**src/rtl/sram_arb_pkg.sv**
```systemverilog
// Shared types and default sizes for the two-requester SRAM port arbiter.
package sram_arb_pkg;
    localparam int DEF_ADDR_WIDTH = 11;
    localparam int DEF_DATA_WIDTH = 32;
    localparam int DEF_NUM_WMASKS = DEF_DATA_WIDTH / 8;

    typedef enum logic [1:0] {IDLE, ISSUE, WAIT, RESP} state_t;

    // 0 = m0 (instruction fetch), 1 = m1 (data bus)
    typedef logic req_id_t;
endpackage

```
**src/rtl/rr_arbiter_2.sv**
```systemverilog
// Two-way round-robin arbiter; ptr = 1 favours m1, and it moves only on advance.
module rr_arbiter_2 (
    input  logic       clk,
    input  logic       rst,
    input  logic [1:0] req,
    input  logic       advance,
    output logic [1:0] grant,
    output logic       ptr
);
    always_comb begin
        grant = req;
        if (&req) grant = ptr ? 2'b10 : 2'b01;
    end

    // After a grant, favour whoever did not win.
    always_ff @(posedge clk) begin
        if (rst)
            ptr <= 1'b0;
        else if (advance && |grant)
            ptr <= grant[0];
    end
endmodule

```
**src/rtl/sram_port_arbiter.sv**
```systemverilog
// Shares a 1W/1R SRAM macro between m0 and m1, one transaction in flight,
// sequenced IDLE -> ISSUE -> WAIT -> RESP with all outputs registered.
module sram_port_arbiter
    import sram_arb_pkg::*;
#(
    parameter int ADDR_WIDTH = DEF_ADDR_WIDTH,
    parameter int DATA_WIDTH = DEF_DATA_WIDTH,
    parameter int NUM_WMASKS = DEF_NUM_WMASKS
) (
    input  logic                  clk,
    input  logic                  rst,
    input  logic                  m0_req,
    input  logic                  m0_we,
    input  logic [ADDR_WIDTH-1:0] m0_addr,
    input  logic [DATA_WIDTH-1:0] m0_wdata,
    input  logic [NUM_WMASKS-1:0] m0_wstrb,
    output logic                  m0_ack,
    output logic [DATA_WIDTH-1:0] m0_rdata,
    input  logic                  m1_req,
    input  logic                  m1_we,
    input  logic [ADDR_WIDTH-1:0] m1_addr,
    input  logic [DATA_WIDTH-1:0] m1_wdata,
    input  logic [NUM_WMASKS-1:0] m1_wstrb,
    output logic                  m1_ack,
    output logic [DATA_WIDTH-1:0] m1_rdata,
    output logic                  busy,
    output logic                  sram_csb0,
    output logic [NUM_WMASKS-1:0] sram_wmask0,
    output logic [ADDR_WIDTH-1:0] sram_addr0,
    output logic [DATA_WIDTH-1:0] sram_din0,
    output logic                  sram_csb1,
    output logic [ADDR_WIDTH-1:0] sram_addr1,
    input  logic [DATA_WIDTH-1:0] sram_dout1
);
    state_t     state, state_nxt;
    logic [1:0] grant;
    logic       advance;
    logic       rr_ptr_unused;
    req_id_t    win_id;
    logic       win_we;

    logic                  sel_we;
    logic [ADDR_WIDTH-1:0] sel_addr;
    logic [DATA_WIDTH-1:0] sel_wdata;
    logic [NUM_WMASKS-1:0] sel_wstrb;

    rr_arbiter_2 u_arb (
        .clk     (clk),
        .rst     (rst),
        .req     ({m1_req, m0_req}),
        .advance (advance),
        .grant   (grant),
        .ptr     (rr_ptr_unused)
    );

    assign advance   = (state == IDLE) && (|grant);
    assign sel_we    = grant[1] ? m1_we    : m0_we;
    assign sel_addr  = grant[1] ? m1_addr  : m0_addr;
    assign sel_wdata = grant[1] ? m1_wdata : m0_wdata;
    assign sel_wstrb = grant[1] ? m1_wstrb : m0_wstrb;

    always_comb begin
        state_nxt = state;
        case (state)
            IDLE:    if (advance) state_nxt = ISSUE;
            ISSUE:   state_nxt = WAIT;
            WAIT:    state_nxt = RESP;
            RESP:    state_nxt = IDLE;
            default: state_nxt = IDLE;
        endcase
    end

    // The SRAM drive registers double as the request latch: loaded on the
    // grant edge so the chip select is low for exactly the ISSUE cycle.
    always_ff @(posedge clk) begin
        if (rst) begin
            state       <= IDLE;
            win_id      <= 1'b0;
            win_we      <= 1'b0;
            busy        <= 1'b0;
            m0_ack      <= 1'b0;
            m1_ack      <= 1'b0;
            m0_rdata    <= '0;
            m1_rdata    <= '0;
            sram_csb0   <= 1'b1;
            sram_csb1   <= 1'b1;
            sram_wmask0 <= '0;
            sram_addr0  <= '0;
            sram_din0   <= '0;
            sram_addr1  <= '0;
        end else begin
            state <= state_nxt;
            case (state)
                IDLE: if (advance) begin
                    win_id <= grant[1];
                    win_we <= sel_we;
                    busy   <= 1'b1;
                    if (sel_we) begin
                        sram_csb0   <= 1'b0;
                        sram_wmask0 <= sel_wstrb;
                        sram_addr0  <= sel_addr;
                        sram_din0   <= sel_wdata;
                    end else begin
                        sram_csb1  <= 1'b0;
                        sram_addr1 <= sel_addr;
                    end
                end
                ISSUE: begin
                    sram_csb0 <= 1'b1;
                    sram_csb1 <= 1'b1;
                end
                WAIT: begin
                    if (!win_we) begin
                        if (win_id) m1_rdata <= sram_dout1;
                        else        m0_rdata <= sram_dout1;
                    end
                    m0_ack <= !win_id;
                    m1_ack <= win_id;
                end
                RESP: begin
                    m0_ack <= 1'b0;
                    m1_ack <= 1'b0;
                    busy   <= 1'b0;
                end
                default: ;
            endcase
        end
    end
endmodule

```
**config.mk**
```make
export PLATFORM = sky130hd
export DESIGN_NAME = sram_port_arbiter
export DESIGN_NICKNAME = d
export VERILOG_FILES = /design/src/rtl/sram_arb_pkg.sv /design/src/rtl/rr_arbiter_2.sv /design/src/rtl/sram_port_arbiter.sv
export SDC_FILE = /design/constraint.sdc
export NUM_CORES = 1
export LEC_CHECK = 0
export BUFFER_PORTS_ARGS = -buffer_cell sky130_fd_sc_hd__buf_2
export CELL_PAD_IN_SITES_DETAIL_PLACEMENT = 0
export CELL_PAD_IN_SITES_GLOBAL_PLACEMENT = 1
export CORE_MARGIN = 8
export CORE_UTILIZATION = 27
export DETAILED_ROUTE_END_ITERATION = 16
export PLACE_DENSITY = 0.66
export SYNTH_ARGS = -nofsm -noshare
export SYNTH_HDL_FRONTEND = slang
export SYNTH_SLANG_ARGS = --single-unit
```
**constraint.sdc**
```tcl
create_clock -name clk -period 3.25 [get_ports clk]
set_input_delay 0.1625 -clock clk [delete_from_list [all_inputs] [get_ports clk]]
set_output_delay 0.1625 -clock clk [all_outputs]
set_load 0.005 [all_outputs]
```
Word level (Yosys, flattened, before mapping)
Cells that the tools add are included.
- multiplexer cells: 18
- reduce and logical (&&, ||, !) cells: 17
- equality and inequality tests: 6
- divide/modulo/power cells: 0
- multipliers: 0
- shifts and indexed selects: 0
- bitwise operators: 3
- add/sub/neg operators: 0
- magnitude comparators: 0
- operators by type and width (operator ; count):
    32-bit 2-to-1 mux ; 1
    3-bit AND reduction ; 6
    11-bit 2-to-1 mux ; 1
    1-bit one-hot mux with 2 select lines ; 5
    2-bit one-hot mux with 4 select lines ; 1
    1-bit 2-to-1 mux ; 6
    2-bit 2-to-1 mux ; 3
    2-bit AND reduction ; 3
    2-bit nonzero test ; 3
    2-bit equality test, second input constant ; 2
    4-bit 2-to-1 mux ; 1
    2-bit != test, second input constant ; 2
    1-bit NOT ; 3
    2-bit by 1-bit equality test with 1-bit output, second input constant ; 1
    1-bit logical AND ; 2
    2-bit zero test ; 1
    2-bit by 1-bit != test with 1-bit output, second input constant ; 1
    2-bit OR reduction ; 1
    1-bit zero test ; 1
- flip-flop bits (word level): 132
- RAM bits: 0
- memory bits (read-only): 0
- bits of input ports: 132
- bits in latches: 0
- word-level logic and storage cells: 59
- memories kept: 0

Logic depth before layout (Yosys ltp)
Gate-level depths: netlist of run 1.
- depth after elaboration: 6
- mapped depth: 8

By module
Synthesis of run 1 repeated with hierarchy kept, for this count alone.
- cells, all modules: 644
- area total of the unflattened synthesis: 5672.9 um^2
- modules (own cells, without submodules) (module ; cells each ; times used ; area each (um^2)):
    sram_port_arbiter ; 637 ; 1 ; 5607.9
    rr_arbiter_2 ; 7 ; 1 ; 65.1

Worst setup path after synthesis of run 1
No wires, ideal clock.
- path type: reg2reg
- start point: reg state[0]
- end point: reg win_id
- buffers on the path: 2
- library setup time: 0.128 ns
- stages on the path, launching flop included: 8
- arrival: 1.407 ns
- data required time: 3.122 ns
- slack: 1.715 ns
- cells stage by stage: dfxtp_1 -> inv_1 -> ha_1 -> clkbuf_1 -> clkbuf_1 -> nand2_1 -> a32oi_1 -> nor2_1
- longest elaborated chain between the ends: 3
- ends and longest elaborated chain (item ; RTL line ; text):
    from (decl) ; sram_port_arbiter.sv:35 ; state_t state, state_nxt;
    from (signal assigned) ; sram_port_arbiter.sv:92 ; state <= state_nxt;
    2-bit zero test (*) ; sram_port_arbiter.sv:56, sram_port_arbiter.sv:93 ;
    1-bit logical AND ; sram_port_arbiter.sv:56 ; assign advance = (state == IDLE) && (|grant);
    2-bit AND reduction (no line) (*) ; n/a ;
    to (signal assigned) ; sram_port_arbiter.sv:95 ; win_id <= grant[1];
    to (decl) ; sram_port_arbiter.sv:39 ; req_id_t win_id;
Mark *: on every way between the ends. The rest lies on a longest branch, timed or not.
A chain may end at the register's enable or synchronous reset.

Worst setup path in the final report of run 1
- start point: reg state[0]
- end point: reg win_we
- longest elaborated chain between the ends: 3
- ends and longest elaborated chain (item ; RTL line ; text):
    2-bit zero test (*) ; sram_port_arbiter.sv:56, sram_port_arbiter.sv:93 ;
    1-bit logical AND ; sram_port_arbiter.sv:56 ;
    2-bit AND reduction (no line) (*) ; n/a ;
    to (signal assigned) ; sram_port_arbiter.sv:96 ; win_we <= sel_we;
    to (decl) ; sram_port_arbiter.sv:40 ; logic win_we;
Marked as above.

==> reports/results.txt, run 1 <==
Status: complete, no violations
Max_slew headroom: 44.6%
Hold Path Class: in2reg
WP buf/inv: 2
Non-filler cells, final: 1,131
Post-route DRC: 0
P&R area growth vs syn: 46.0%
P_leak: 3.55 nW
Clock latency on the worst-skew pair: 0.41 ns
Area contributors post-synth: dfxtp_1 (49%), a21oi_1 (12%), mux2i_1 (9.1%)
Mapped Avg Cell Area: 9.12 um^2
Synth unique cells: 27
Via count: 5,140
Max incr delay on CP: 0.56 ns
Endpoints failing setup: 0
Post-Route Setup TNS: 0 ns
CP Data Required Time: 3.56 ns
Crit start category: register
Drt wl/cell: 16.8 um
VDD IR max: 359 uV
Pwr Density: 765 nW/um^2
Tmin final: 2.04 ns
Kind of critical path: reg2reg
Area of the mapped netlist: 5380 um^2
Clock Sinks: 132
CTS buffer count: 17
Worst slew pin tran: 0.831 ns
Setup Skew: 0.00727 ns
Clk root buf: clkbuf_16
Max-slew violations: 0
Gp weighted congestion: 0.729
GRT Resource Usage Total: 15.1%
Place WS: 1.20 ns
Synth warnings: 0
Max clock buf depth: 2
Nets@finish: 992
Sequential area share after synthesis: 49.1%
Die ar.: 24,700 um^2
Post-synth EDFFs: 0
CP top delay family: buffers and inverters
Placed cells: 1,069
Antenna Cells: 0
I/O Buffers: 258
Top cells by count, synth: dfxtp_1 (132), nand2_1 (130), a21oi_1 (124)
Synth Flop Type: dfxtp_1
Register bit total from synthesis: 132
Routed wire length: 19.0 mm
CP max stage cell: buf_4
Via/cell ratio: 4.54
Num ports: 259
Iteration-0 DRC Markers: 226
Total gr overflow: 0
Post-DP HPWL: 13.3 mm
Die Height: 157 um
Layout cell share with drive strength beyond 1: 38.3%
Filler instances: 2,009
CP Data Arrival Time: 2.36 ns
Power, Total: 6.01 mW
Core region area: 19,500 um^2
Hold Violations, Final: 0
Yosys top cell area share: 49.1%
Worst-path clk slew: 0.06 ns
RSZ-0062 raised after global routing: false
Die W: 157 um
Most area-hungry cell type in the Yosys netlist: dfxtp_1
Max cap viols: 0
TritonRoute pass-1 iters: 4
Post-cts resize count: 0
Fin worst setup slack: 1.21 ns
CTS tree: built
Largest net degree at the start of global routing: 70
Top-count cell post-synth: dfxtp_1
Period utilization: 62.8%
Mapped Cells: 590
Initial core utilization: 27.5%
ANT nets after route: 0
Mapped Nets: 727
Async SR Flop Fraction: 0%
Final core utilization: 40.2%
Row count: 51
Vias in the first global route: 5,358
FMAX: 490 MHz
Antenna violations before repair: 0
Crit-path cells: inv_1 -> ha_2 -> buf_4 -> o21ai_0 -> a211oi_1
H-tree depth: 4
Worst Setup End Kind: register
First-pass GRT wire length: 29.4 mm
Crit Path Max Fanout: 54
[power breakdown]
part | total [mW] | switching (mW) | internal, mW
sequential | 2.08 | 0.157 | 1.93
combinational | 1.73 | 1.02 | 0.703
clock | 2.20 | 0.743 | 1.46
[final cells by class]
class | count | area, um^2 | area share [%]
multi-input combinational | 398 | 2460 | 31.3
clock inverter | 12 | 230 | 2.93
clock buffer | 18 | 439 | 5.59
sequential | 132 | 2640 | 33.6
inverter | 6 | 22.5 | 0.287
tap | 265 | 332 | 4.22
timing repair buffer | 300 | 1730 | 22.0
[layout by cell type, fill, tap and decap left out, types with 2 or more instances in the layout]
master,synthesis,layout
buf_2,8,257
dfxtp_1,132,132
nand2_1,130,129
a21oi_1,124,124
mux2i_1,49,49
a211oi_1,32,32
dlygate4sd3_1,0,32
a211oi_2,30,30
clkbuf_16,0,17
buf_4,2,8
inv_1,6,6
bufinv_16,0,6
nor2_1,5,5
nor3_1,4,4
ha_1,5,4
clkinv_4,0,4
buf_12,0,3
and3_1,2,2
nand3_1,2,2
nand2b_1,2,2
nor3b_1,2,2
nor4b_1,2,2
clkinvlp_4,0,2
[timing repair]
action                                 4_1_cts  5_1_grt
endpoints found under the hold margin       61        0
hold buffers                                32        0
buffers inserted                             0        0
[state kept, by name, indices dropped and copies added (netlist names)]
name,cells
m0_rdata,32
m1_rdata,32
sram_din0,32
sram_addr0,11
sram_addr1,11
sram_wmask0,4
state,2
busy,1
m0_ack,1
m1_ack,1
sram_csb0,1
sram_csb1,1
u_arb.ptr,1
win_id,1
win_we,1
[final timing paths]
path,from,to,slack (ns),cells after the start
worst max-delay path,state[0],win_we,1.21,5
worst min-delay path,m1_req,u_arb.ptr,0.08,2
worst max register to register,state[0],win_we,1.21,5
worst min register to register,m0_rdata[2],m0_rdata[2],0.45,2
[stage by stage]
step / hold WS [ns] / area, um^2
global placement: 0.419 / 6870
global route: 0.0898 / 7860
detailed placement: 0.422 / 6870
floorplan: 0.281 / 5380
CTS: 0.0507 / 7860
finish: 0.0789 / 7860
[per-layer routing]
| metal | vias up | wire length, um | GRT usage [%] |
|---|---|---|---|
| li1 | 2593 | - | - |
| met1 | 2329 | 8420 | 18.1 |
| met2 | 206 | 8180 | 23.9 |
| met3 | 12 | 2310 | 7.05 |
| met4 | 0 | 148 | 4.22 |
| met5 | - | 0 | 0 |
[cells by family after synthesis]
logic type / after synthesis / synth area share [%]
simple gates: 151 / 11.3
compound gates: 193 / 24.1
flops: 132 / 49.1
mux: 49 / 9.12
buf+inv: 60 / 5.21
fa+ha+maj: 5 / 1.16
Note: power is estimated with default switching activity, not from simulation.
==> run 2, diff against run 1 <==
clock period = 2 ns   (was 3.25 ns; I/O delays follow)
==> run 2 against run 1 <==
  * First-iteration DRC count fell by 9.3%
  * Largest power group is now registers
  * Largest cell class unchanged
  * Worst setup slack got worse by 0.85 ns
  * Critical path type unchanged
  * Cell count rose by 0.97%
==> reports/results.txt, run 2 (synthesis gave the netlist of run 1 again) <==
VDD IR max: 567 uV
Clock Sinks: 132
P&R area growth vs syn: 47.4%
GR Util met1: 18.3%
TritonRoute pass-1 iters: 4
Place WS: 0.298 ns
GRT Resource Usage Total: 15.2%
Reg area: 2640 um^2
Max-slew violations: 0
Period utilization: 82.3%
Post-DP HPWL: 13.6 mm
Drt wl/cell: 16.9 um
Filler instances: 2,034
First-pass GRT wire length: 29.6 mm
Pwr Density: 1200 nW/um^2
WP buf/inv: 1
Busiest grt layer: met2
ANT nets after route: 0
Reg-to-reg startpoint: u_arb.ptr
I/O Buffers: 258
Die Height: 157 um
Max_slew headroom: 53.8%
Leading cell type in the layout, fill and taps excluded: buf_2
Hold Violations, Final: 0
Antenna violations before repair: 0
Tmin final: 1.65 ns
Setup Skew: 0.00789 ns
Post-Route Setup TNS: 0 ns
Max cap viols: 0
Crit-path cells: nand2b_1 -> nand2_2 -> buf_4 -> mux2i_1 -> a211oi_1
Routed wire length: 19.3 mm
Core region area: 19,500 um^2
Hold-critical path depth: 3
Commonest cells after routing, fill and taps aside: buf_2 (257), dfxtp_1 (132), nand2_1 (129), a21oi_1 (124), mux2i_1 (49)
H-tree depth: 4
CP Data Arrival Time: 1.93 ns
Max clock buf depth: 2
Multi-input logic area: 2460 um^2
Max incr delay on CP: 0.37 ns
CTS tree: built
Gp weighted congestion: 0.736
Reg-to-reg slack, setup: 0.35 ns
Hold Path Class: in2reg
Hold Path Sink: sram_din0[2]
Via count: 5,192
Crit path from: u_arb.ptr
Met3 Usage GRT: 7.81%
Fin worst setup slack: 0.354 ns
Die W: 157 um
Initial core utilization: 27.5%
Crit Path Max Fanout: 11
CTS buffer count: 17
GRT met2 Usage: 23.6%
Beginning of the worst hold path: m1_wdata[2]
Reg-to-Reg End: sram_addr1[9]
Endpoints failing setup: 0
Iteration-0 DRC Markers: 205
Antenna Cells: 0
Final core utilization: 40.6%
Worst Setup End Kind: register
Layout cell share with drive strength beyond 1: 38.8%
Num ports: 259
CP Data Required Time: 2.28 ns
Post-route DRC: 0
FMAX: 608 MHz
Worst slew pin tran: 0.693 ns
Largest net degree at the start of global routing: 59
Via/cell ratio: 4.55
Vias in the first global route: 5,376
Status: complete, no violations
Worst-path clk slew: 0.06 ns
Placed Instance Area: 6990 um^2
Clk root buf: clkbuf_16
RSZ-0062 raised after global routing: false
Nets@finish: 1,001
Crit start category: register
CTS Hold Buffers Added: 33
CP max stage cell: mux2i_1
Die ar.: 24,700 um^2
Power, Total: 9.53 mW
Clock latency on the worst-skew pair: 0.41 ns
Row count: 51
Reg2Reg Depth: 5
Total gr overflow: 0
CP top delay family: simple AND/OR/NAND/NOR gates
Kind of critical path: reg2reg
Final instance area: 7930 um^2
P_leak: 3.59 nW
Post-CTS setup buffers: 0
Post-cts resize count: 0
Largest regs: m0_rdata (32), m1_rdata (32), sram_din0 (32)
-- run 2: cell count changes in the layout (fill, tap and decap cells not counted) --
cell,delta
buf_4,+3
clkbuf_8,-1
inv_6,+4
dlygate4sd3_1,+1
clkbuf_1,+2
bufinv_16,-3
buf_12,+5
-- run 2: power by group --
group / total (mW) / internal [mW] / switching, mW
clock network: 3.23 / 1.99 / 1.25
registers: 3.39 / 3.13 / 0.258
logic: 2.91 / 1.24 / 1.67
total: 9.53 / 6.35 / 3.17
-- run 2: worst max path at each step --
stage                     cells after the start       endpoint  slack, ns
after floorplan                               7         win_id       0.47
after global placement                        5  sram_addr1[9]       0.33
after detailed placement                      5  sram_addr1[9]       0.30
after CTS                                     5  sram_addr1[9]       0.30
after global routing                          6   sram_din0[9]       0.15
final                                         5  sram_addr1[9]       0.35
-- run 2: cell type report --
type | instances | share of cell area [%]
clock buffers | 19 | 5.46
clock inverters | 13 | 2.21
inverters | 6 | 0.284
multi-input cells | 398 | 31.1
flip-flops and latches | 132 | 33.3
well taps | 265 | 4.18
repair buffers | 309 | 23.5
-- run 2: through the flow --
stage	hold WS (ns)	std cells
6_report	0.0301	1142
5_1_grt	0.0282	1142
4_1_cts	0.00549	1142
3_5_place_dp	0.358	1077
3_3_place_gp	0.356	1077
2_1_floorplan	0.219	590
-- run 2: metal layers --
layer	wire, um	vias up	share of wire (%)
li1	-	2621	-
met4	123	0	0.64
met3	2350	10	12
met5	0	-	0
met1	8480	2363	44
met2	8310	198	43
-- run 2: worst reg2reg max path: cells and delay by family (launching register included) --
kind,cells,cell delay (ns)
multiplexers,1,0.38
flip-flops,1,0.33
buffers and inverters,1,0.28
AND/OR/NAND/NOR,2,0.43
AO/OA/AOI/OAI,1,0.12
